File: src/rtl/em_array_pipe.sv
// Two-stage Booth/carry-save multiplier array with MPY/MAC/MSU; EM_ROUND_EN adds a rounding row.
// Latency 2, one op per cycle; a stalled output freezes S2 and S1 refills only as S2 drains.
module em_array_pipe #(
  parameter int A_W     = 16,
  parameter int B_W     = 16,
  parameter int G_W     = 8,
  parameter int RND_POS = 15,
  localparam int ACC_W  = A_W + B_W + G_W
) (
  input  logic             CLK,
  input  logic             RST_N,
  input  logic             IN_VLD_E,
  output logic             IN_RDY_E,
  input  logic [1:0]       OP_E,
  input  logic             SGN_A_E,
  input  logic             SGN_B_E,
  input  logic             RND_E,
  input  logic [A_W-1:0]   MRa_E,
  input  logic [B_W-1:0]   MRb_E,
  input  logic [ACC_W-1:0] ACC_E,
  output logic             OUT_VLD_E,
  input  logic             OUT_RDY_E,
  output logic [ACC_W-1:0] SUM_E,
  output logic [ACC_W-1:0] CRY_E
);
  localparam int ND = B_W / 2 + 1;
  localparam int PW = A_W + 2;
`ifdef EM_ROUND_EN
  localparam int NR = ND + 4;
`else
  localparam int NR = ND + 3;
`endif

  // Each PP row is stored with its sign bit inverted; this constant restores the sign extension.
  function automatic logic [ACC_W-1:0] sext_const();
    logic [ACC_W-1:0] k;
    k = '0;
    for (int i = 0; i < ND; i++) k = k - (ACC_W'(1) << (PW - 1 + 2 * i));
    return k;
  endfunction
  localparam logic [ACC_W-1:0] K_ROW = sext_const();

  logic             s1_vld;
  logic [PW-1:0]    s1_pp [ND];
  logic [ND-1:0]    s1_neg;
  logic [ACC_W-1:0] s1_acc;
  logic             s2_adv;

  logic [PW-1:0]    pp_d [ND];
  logic [ND-1:0]    neg_d;
  logic [ACC_W-1:0] acc_d;
  logic [ACC_W-1:0] sum_d, cry_d;

  assign s2_adv   = ~OUT_VLD_E | OUT_RDY_E;
  assign IN_RDY_E = ~s1_vld | s2_adv;

  always_comb begin
    logic [A_W:0]   ax;
    logic [B_W+2:0] bxe;
    logic [2:0]     trip;
    logic [PW-1:0]  sel, r;
    logic           msu, one, two, ng;
    ax    = {SGN_A_E & MRa_E[A_W-1], MRa_E};
    bxe   = {{2{SGN_B_E & MRb_E[B_W-1]}}, MRb_E, 1'b0};
    msu   = (OP_E == 2'b10);
    acc_d = (OP_E == 2'b01 || OP_E == 2'b10) ? ACC_E : '0;
    neg_d = '0;
    for (int i = 0; i < ND; i++) begin
      trip = bxe[2*i +: 3];
      one  = trip[1] ^ trip[0];
      two  = (trip == 3'b100) | (trip == 3'b011);
      // MSU flips every digit's sign so the rows sum to -(A*B).
      ng   = trip[2] ^ msu;
      sel  = one ? {ax[A_W], ax} : (two ? {ax, 1'b0} : '0);
      r    = ng ? ~sel : sel;
      pp_d[i]  = {~r[PW-1], r[PW-2:0]};
      neg_d[i] = ng;
    end
  end

  always_ff @(posedge CLK) begin
    if (IN_RDY_E && IN_VLD_E) begin
      s1_pp  <= pp_d;
      s1_neg <= neg_d;
      s1_acc <= acc_d;
    end
  end

`ifdef EM_ROUND_EN
  logic s1_rnd;
  always_ff @(posedge CLK) begin
    if (!RST_N)                       s1_rnd <= 1'b0;
    else if (IN_RDY_E && IN_VLD_E)    s1_rnd <= RND_E;
  end
`else
  logic unused_rnd;
  assign unused_rnd = RND_E;
`endif

  always_comb begin
    logic [ACC_W-1:0] rows [NR];
    logic [ACC_W-1:0] nrow, s, c, t;
    nrow = '0;
    for (int i = 0; i < ND; i++) begin
      rows[i]     = ACC_W'(s1_pp[i]) << (2 * i);
      nrow[2*i]   = s1_neg[i];
    end
    rows[ND]     = nrow;
    rows[ND + 1] = K_ROW;
    rows[ND + 2] = s1_acc;
`ifdef EM_ROUND_EN
    rows[ND + 3] = ACC_W'(s1_rnd) << RND_POS;
`endif
    // 3:2 carry-save chain; carries out of the top bit are dropped.
    s = rows[0];
    c = rows[1];
    for (int k = 2; k < NR; k++) begin
      t = s ^ c ^ rows[k];
      c = ((s & c) | (s & rows[k]) | (c & rows[k])) << 1;
      s = t;
    end
    sum_d = s;
    cry_d = c;
  end

  always_ff @(posedge CLK) begin
    if (!RST_N) begin
      s1_vld    <= 1'b0;
      OUT_VLD_E <= 1'b0;
      SUM_E     <= '0;
      CRY_E     <= '0;
    end else begin
      if (IN_RDY_E) s1_vld <= IN_VLD_E;
      if (s2_adv) begin
        OUT_VLD_E <= s1_vld;
        if (s1_vld) begin
          SUM_E <= sum_d;
          CRY_E <= cry_d;
        end
      end
    end
  end
endmodule
File: config.mk
export PLATFORM = sky130hd
export DESIGN_NAME = em_array_pipe
export DESIGN_NICKNAME = d
export VERILOG_FILES = /design/src/rtl/em_array_pipe.sv
export SDC_FILE = /design/constraint.sdc
export NUM_CORES = 1
export LEC_CHECK = 0
export CORE_UTILIZATION = 40
export DETAILED_ROUTE_END_ITERATION = 10
export GPL_ROUTABILITY_DRIVEN = 0
export HOLD_SLACK_MARGIN = 0.15
export PLACE_DENSITY_LB_ADDON = 0.25
export SLEW_MARGIN = 15
export SYNTH_ARGS = -nofsm -noshare
export SYNTH_HDL_FRONTEND = slang
export SYNTH_SLANG_ARGS = --single-unit
File: constraint.sdc
create_clock -name CLK -period 10.9 [get_ports CLK]
set_input_delay 2.18 -clock CLK [delete_from_list [all_inputs] [get_ports CLK]]
set_output_delay 2.18 -clock CLK [all_outputs]
set_load 0.01 [all_outputs]
# --- Word level (Yosys, flattened, before mapping) ---
# Cells that the tools add are included.
totals:
  reg_bits: 292
op_classes:
  n_eq_ne: 19
  mux: 27
  n_bitwise: 117
  n_reduce_logical: 3
ops:
  columns: ["cell", "n"]
  rows:
  - ["$mux 18", 27]
  - ["$not 18->18", 9]
  - ["$or 39x39->39", 2]
  - ["$xor 40x37->40", 1]
  - ["$xor 40x40->40", 1]
  - ["$and 37x39->39", 1]
  - ["$and 39x37->39", 1]
  - ["$and 39x39->39", 1]
  - ["$and 35x36->36", 1]
  - ["$or 36x35->36", 1]
  - ["$or 36x36->36", 1]
  - ["$xor 35x36->36", 1]
  - ["$and 34x35->35", 1]
  - ["$and 35x17->35", 1]
  - ["$or 35x34->35", 1]
  - ["$or 35x35->35", 1]
  - ["$xor 34x35->35", 1]
  - ["$xor 35x17->35", 1]
  - ["$and 32x34->34", 1]
  - ["$and 33x34->34", 1]
  - ["$and 34x17->34", 1]
  - ["$or 33x34->34", 1]
  - ["$or 34x34->34", 1]
  - ["$xor 33x34->34", 1]
  - ["56 further kinds", 107]

# --- Longest topological paths before layout ---
# Gate-level depths: netlist of run 1.
logic_depth:
  ltp_word: 30
  mapped_depth: 18
  depth_no_buf: 18

# --- Worst setup path after synthesis of run 1 ---
# OpenSTA, ideal clock, no wires.
synth_timing:
  path_type: "input port to flip-flop"
  start: "input OUT_RDY_E"
  end: "register s1_acc[0], enable pin"
  setup_time_ns: 0.599
  arrival_time_ns: 7.220
  slack_ns: 3.081
  cell_stages: 3
  cell_sequence: "nor2b_1 > nand2_1 > and2_1"
synth_between:
  elab_chain_cells: 3
synth_rtl:
  columns: ["element", "line_no", "text"]
  rows:
  - ["start, declared", "22", "input logic OUT_RDY_E,"]
  - ["$or 1x1->1", "54", "assign s2_adv = ~OUT_VLD_E | OUT_RDY_E;"]
  - ["$or 1x1->1", "55", "assign IN_RDY_E = ~s1_vld | s2_adv;"]
  - ["named net IN_RDY_E", "13", "output logic IN_RDY_E,"]
  - ["$logic_and 1x1->1", "82", "if (IN_RDY_E && IN_VLD_E) begin"]
  - ["end signal, assigned", "85", "s1_acc <= acc_d;"]
  - ["end, declared", "46", "logic [ACC_W-1:0] s1_acc;"]
# The timed path passes the listed nets, and every way through them passes these cells.
# A chain may end at the register's enable or synchronous reset.

# --- Final worst setup path of run 1 ---
layout_timing:
  start: "input OUT_RDY_E"
  end: "output IN_RDY_E"
layout_between:
  elab_chain_cells: 2
layout_rtl:
  columns: ["element", "line_no"]
  rows:
  - ["$or 1x1->1", "54"]
  - ["$or 1x1->1", "55"]
  - ["end, declared", "13"]
# No other way between the ends.

==> out/metrics.yaml, run 1 <==
synth_warnings: 0
synth_nets: 2169
worst_slew_pin_slew_ns: 1.12
drt_wl_total_mm: 45.4
status: "complete, no violations"
clock_path_buffers: 3
critPathRequiredTime_ns: 8.72
yosysTopAreaCell: "edfxtp_1"
portBuffers: 160
setup_viol: 0
postCtsHoldBufs: 0
period_share: 0.528
synthTopCellsByArea: "edfxtp_1 33%, fa_1 14%, dfxtp_1 8.4%"
die_area_um2: 49300
h-tree-depth: 2
ys.flop_type: "edfxtp_1"
ys_seq_elements: 292
max_freq_ghz: 0.174
layout_min_cycle_time_ns: 5.76
hpwl_mm: 32.1
ctsRootBufferMaster: "clkbuf_16"
core_um2: 47700
relSlewSlack: 0.251
vias: 13300
start_kind: "input pin"
cts_tree: "built"
synth_commonest_cells: "385 x nand2_1, 211 x edfxtp_1, 147 x inv_1"
worstPathArrival_ns: 3.58
yosysMostFrequentCell: "nand2_1"
yosysTopAreaCellShare: 0.327
first_iter_violations: 935
grt_pass1_wl_mm: 71.9
first_pass_iters: 5
track_usage: 0.183
antenna_found_initial: 0
setup_tns_ns: 0
async_reset_ff_frac: 0
cap_viol_max_count: 0
seq_area_frac_synth: 0.411
grt.overflow.total: 0
grt_start_max_net_pins: 82
path_clk_slew_ns: 0.06
synth_edf_count: 211
fin_hold_ws_ns: 0.451
drv_slew: 0
path_max_fanout: 5
fillers: 4381
vias_per_cell: 5.22
syn_area_per_cell_um2: 10.6
synth_cell_types: 46
die_x_um: 222
core.rowCount: 80
critical_path_class: "in -> out"
area_delta_synth_final_pct: 13.9
endpoint_kind: "primary output"
final_cells: 2545
wl_per_cell_um: 17.8
dp.cells: 2485
drive_above_1_share: 0.0627
synth_area_um2: 19400
numCtsBuffers: 35
syn-instance-count: 1833
total_leakage_power_nw: 8.70
start_util: 0.406
drc: 0
ir_drop_v: 0.000263
die_y_um: 222
num-nets-final: 2243
cts.sinks: 292
grt_pass1_vias: 13300
power.density_nw_per_um2: 304
post_cts_buffers: 0
ctsResizeCount: 0
antenna_cells: 0
hp-class: "reg -> reg"
fin_skew_ns: 0.0131
clk_latency_ns: 0.54
hold_viol_final: 0
ant_nets: 0
rsz0062_at_grt: "false"
pin_count: 163
## layout by cell type, fill, tap and decap left out, types with 6 or more instances in the layout
cell	netlist	layout
buf_4	15	10
a31oi_1	105	105
o211a_1	35	35
xnor2_1	35	35
a21oi_1	88	88
nor2b_1	43	42
a21boi_1	30	30
fa_1	136	136
nor2_1	21	21
nand2_1	385	385
mux2i_1	8	8
nor2_4	6	6
a21oi_2	40	40
o22ai_1	11	11
ha_1	119	117
inv_1	147	147
a21boi_0	10	10
xor2_1	31	31
o21ai_1	19	19
clkinv_2	0	6
clkdlybuf4s50_1	0	158
nor3_1	19	19
nand2b_1	60	59
clkbuf_1	50	9
o21ai_0	12	12
clkbuf_16	0	37
or2b_1	12	12
dfxtp_1	81	81
edfxtp_1	211	211
## final cells by class
type | instances | area [µm²] | share of cell area
Multi-Input combinational cell | 1260 | 10000 | 0.454
Sequential cell | 292 | 7960 | 0.361
Timing Repair Buffer | 170 | 1670 | 0.0756
Clock buffer | 46 | 960 | 0.0435
Tap cell | 615 | 769 | 0.0349
Inverter | 148 | 556 | 0.0252
Clock inverter | 14 | 139 | 0.00630
## worst max-delay path, cell delays in order
cell,delay (ns)
clkdlybuf4s50_1,0.41
nor2b_1,0.36
nand2_1,0.13
clkdlybuf4s50_1,0.50
## metal layers
| layer | track usage | part of all wire | vias to the layer above |
|---|---|---|---|
| li1 | - | - | 6308 |
| met1 | 0.241 | 0.44 | 6556 |
| met2 | 0.314 | 0.50 | 366 |
| met3 | 0.0261 | 0.044 | 65 |
| met4 | 0.0535 | 0.023 | 0 |
| met5 | 0 | 0 | - |
## flip-flops by register name, indices dropped and copies added, names as in the netlist
| name | cells |
|---|---|
| CRY_E | 39 |
| OUT_VLD_E | 1 |
| SUM_E | 40 |
| s1_acc | 40 |
| s1_neg | 9 |
| s1_pp | 162 |
| s1_vld | 1 |
## power by group
part | total (mW) | internal [mW] | switching [mW] | leakage, nW
Clock | 1.15 | 0.688 | 0.463 | 0.540
Sequential | 1.44 | 1.37 | 0.0720 | 2.73
Combinational | 4.11 | 1.84 | 2.27 | 5.43
## logic make-up after synthesis
| family | Yosys count | share of synthesized area |
|---|---|---|
| muxes | 8 | 0.00413 |
| and+or+nand+nor | 560 | 0.130 |
| adders and majority gates | 255 | 0.217 |
| AOI/OAI and AO/OA | 363 | 0.126 |
| xor gates and xnor gates | 73 | 0.0380 |
| other | 1 | 0.000194 |
| buffers and inverters | 281 | 0.0740 |
| DFF | 292 | 0.411 |
## path summary, 6_finish.rpt
path / depth (start not counted) / startpoint / slack [ns] / end
worst min-delay path: 2 / CRY_E[33]$_SDFFE_PN0P_ / 0.45 / CRY_E[33]$_SDFFE_PN0P_
worst min register to register: 2 / CRY_E[33]$_SDFFE_PN0P_ / 0.45 / CRY_E[33]$_SDFFE_PN0P_
worst max-delay path: 4 / OUT_RDY_E / 5.14 / IN_RDY_E
worst max register to register: 15 / s1_pp[120]$_DFFE_PP_ / 5.39 / SUM_E[16]$_SDFFE_PN0P_
## through the flow
step | total power, mW | setup slack [ns] | util | cell area (µm²)
final | 6.70 | 5.14 | 0.462 | 22100
after global routing | 7.50 | 5.04 | 0.462 | 22100
after CTS | 6.85 | 5.15 | 0.462 | 22100
after detailed placement | 5.63 | 4.90 | 0.439 | 21000
after global placement | 5.58 | 5.02 | 0.439 | 21000
after floorplan | 4.32 | 3.08 | - | 19400
Note: power is estimated with default switching activity, not from simulation.
==> run 2: changes to the inputs <==
==> constraint.sdc (replaced) <==
create_clock -name CLK -period 5.8 [get_ports CLK]
set_input_delay 1.16 -clock CLK [delete_from_list [all_inputs] [get_ports CLK]]
set_output_delay 1.16 -clock CLK [all_outputs]
set_load 0.01 [all_outputs]
==> run 2 against run 1 <==
Effect of this change: clock power grew 83%; sequential share of layout area is essentially flat; combinational power grew 84%; register-to-register slack lost 5.1 ns; count of clock-buffer cells in the layout grew 5; global-route usage grew 0.35 points; power grew 85%; die area is the same; clock skew grew 0.015 ns; largest power group unchanged; worst setup slack lost 4.8 ns.
==> out/metrics.yaml, run 2 (synthesized netlist as in run 1, its figures left out) <==
status: "complete, no violations"  # unchanged
fin_total_pwr_mw: 12.4  # was 6.70 mW
drv_slew: 0  # unchanged
antenna_cells: 0  # unchanged
fin_skew_ns: 0.0280  # was 0.0131 ns
vias: 13300  # about the same
hold_viol_final: 0  # unchanged
worst_slew_pin_slew_ns: 1.14  # was 1.12 ns
critPathSlowestCell: "fa_1"  # was clkdlybuf4s50_1
reg_top3: "s1_pp (162), SUM_E (40), s1_acc (40)"  # unchanged
path_clk_slew_ns: 0.06  # about the same
crit_chain: "fa_1, fa_1, fa_1, fa_1, fa_1, fa_1, fa_1, inv_1, fa_1, inv_1, ha_1, inv_1, fa_1, nand2_1, o211a_1"  # was clkdlybuf4s50_1, nor2b_1, nand2_1, clkdlybuf4s50_1
ir_drop_v: 0.000519  # was 0.000263 V
clock_path_buffers: 3  # unchanged
first_pass_iters: 5  # unchanged
total_leakage_power_nw: 8.71  # was 8.70 nW
wl_per_cell_um: 17.8  # about the same
hp-class: "reg -> reg"  # unchanged
die_area_um2: 49300  # unchanged
setup_viol: 0  # unchanged
crit_buf_inv: 3  # was 2
grt.overflow.total: 0  # unchanged
layout_min_cycle_time_ns: 5.50
pin_count: 163  # unchanged
grt_pass1_vias: 13400  # was 13300
final_common_cell: "nand2_1"  # unchanged
first_iter_violations: 932  # was 935
top_register: "s1_pp"  # unchanged
endpoint_kind: "flop"  # was primary output
cts.sinks: 292  # unchanged
largest_reg_flops: 162  # unchanged
antenna_found_initial: 0  # unchanged
hpwl_mm: 32.2  # was 32.1 mm
max_freq_ghz: 0.182
cap_viol_max_count: 0  # unchanged
start_util: 0.406  # unchanged
h-tree-depth: 2  # unchanged
portBuffers: 160  # unchanged
post_cts_buffers: 0  # unchanged
worstPathArrival_ns: 5.92  # was 3.58 ns
ctsResizeCount: 0  # unchanged
period_share: 0.949
critical_path_class: "reg -> reg"  # was in -> out
mostFrequentLayoutCells: "385 x nand2_1, 211 x edfxtp_1, 158 x clkdlybuf4s50_1"  # unchanged
setup_tns_ns: 0  # unchanged
grt_pass1_wl_mm: 73.3  # was 71.9 mm
die_x_um: 222  # unchanged
drc: 0  # unchanged
power.density_nw_per_um2: 560  # was 304 nW/µm²
drt_wl_total_mm: 45.4  # about the same
final_cells: 2551  # was 2545
core.rowCount: 80  # unchanged
max_stage_delay_ns: 0.57  # was 0.50 ns
grt_start_max_net_pins: 111  # was 82
postCtsHoldBufs: 0  # unchanged
critPathRequiredTime_ns: 6.22  # was 8.72 ns
core_um2: 47700  # unchanged
cts_tree: "built"  # unchanged
track_usage: 0.187  # was 0.183
path_delay_family: "adder cells"  # was buffers and inverters
clk_latency_ns: 0.55  # was 0.54 ns
dp.cells: 2488  # was 2485
ctsRootBufferMaster: "clkbuf_16"  # unchanged
path_max_fanout: 1  # was 5
path_common_cell: "fa_1"  # was clkdlybuf4s50_1
num-nets-final: 2246  # was 2243
drive_above_1_share: 0.0646  # was 0.0627
die_y_um: 222  # unchanged
area_delta_synth_final_pct: 14.0  # was 13.9%
ant_nets: 0  # unchanged
start_kind: "flop"  # was input pin
relSlewSlack: 0.241  # was 0.251
numCtsBuffers: 35  # unchanged
rsz0062_at_grt: "false"  # unchanged
vias_per_cell: 5.22  # about the same
-- run 2: final timing paths --
kind                           from  depth (start not counted)                endpoint  slack [ns]
min          CRY_E[31]$_SDFFE_PN0P_                          2  CRY_E[31]$_SDFFE_PN0P_        0.45
max reg2reg    s1_pp[120]$_DFFE_PP_                         15  SUM_E[16]$_SDFFE_PN0P_        0.30
min reg2reg  CRY_E[31]$_SDFFE_PN0P_                          2  CRY_E[31]$_SDFFE_PN0P_        0.45
max            s1_pp[120]$_DFFE_PP_                         15  SUM_E[16]$_SDFFE_PN0P_        0.30
-- run 2: routing by layer --
| layer | share of wire | track usage | vias to the layer above |
|---|---|---|---|
| li1 | - | - | 6318 |
| met1 | 0.44 | 0.247 | 6634 |
| met2 | 0.50 | 0.320 | 313 |
| met3 | 0.041 | 0.0281 | 48 |
| met4 | 0.016 | 0.0466 | 0 |
| met5 | 0 | 0 | - |
-- run 2: cell type report --
type                       instances  area [µm²]
clock buffer                      51        1030
clock inverter                    12        58.8
fill                            4416       25700
inverter                         148         556
multi-input combinational       1260       10000
sequential                       292        7960
tap                              615         769
timing repair buffer             173        1700
-- run 2: worst reg2reg max path, delay by kind of cell, from the launching register on --
| family | cells | cell delay [ns] |
|---|---|---|
| AND/OR/NAND/NOR | 1 | 0.05 |
| buffers and inverters | 3 | 0.13 |
| adder cells (fa/ha/maj) | 10 | 4.63 |
| flip-flops | 1 | 0.40 |
| AO/OA/AOI/OAI | 1 | 0.16 |
-- run 2: report_power, final --
group          switching, mW  leakage [nW]  internal [mW]
Sequential             0.135          2.73           2.57
Clock                  0.868         0.530           1.23
Combinational           4.15          5.45           3.42
-- run 2: per-stage QoR --
| step | hold WS, ns | setup WS, ns | area (µm²) | util |
|---|---|---|---|---|
| final | 0.452 | 0.296 | 22100 | 0.462 |
| after global routing | 0.470 | 0.107 | 22100 | 0.462 |
| after CTS | 0.453 | 0.288 | 22100 | 0.462 |
| after detailed placement | 0.445 | 0.307 | 21000 | 0.440 |
| after global placement | 0.442 | 0.309 | 21000 | 0.440 |
| after floorplan | 0.479 | 0.554 | 19400 | - |
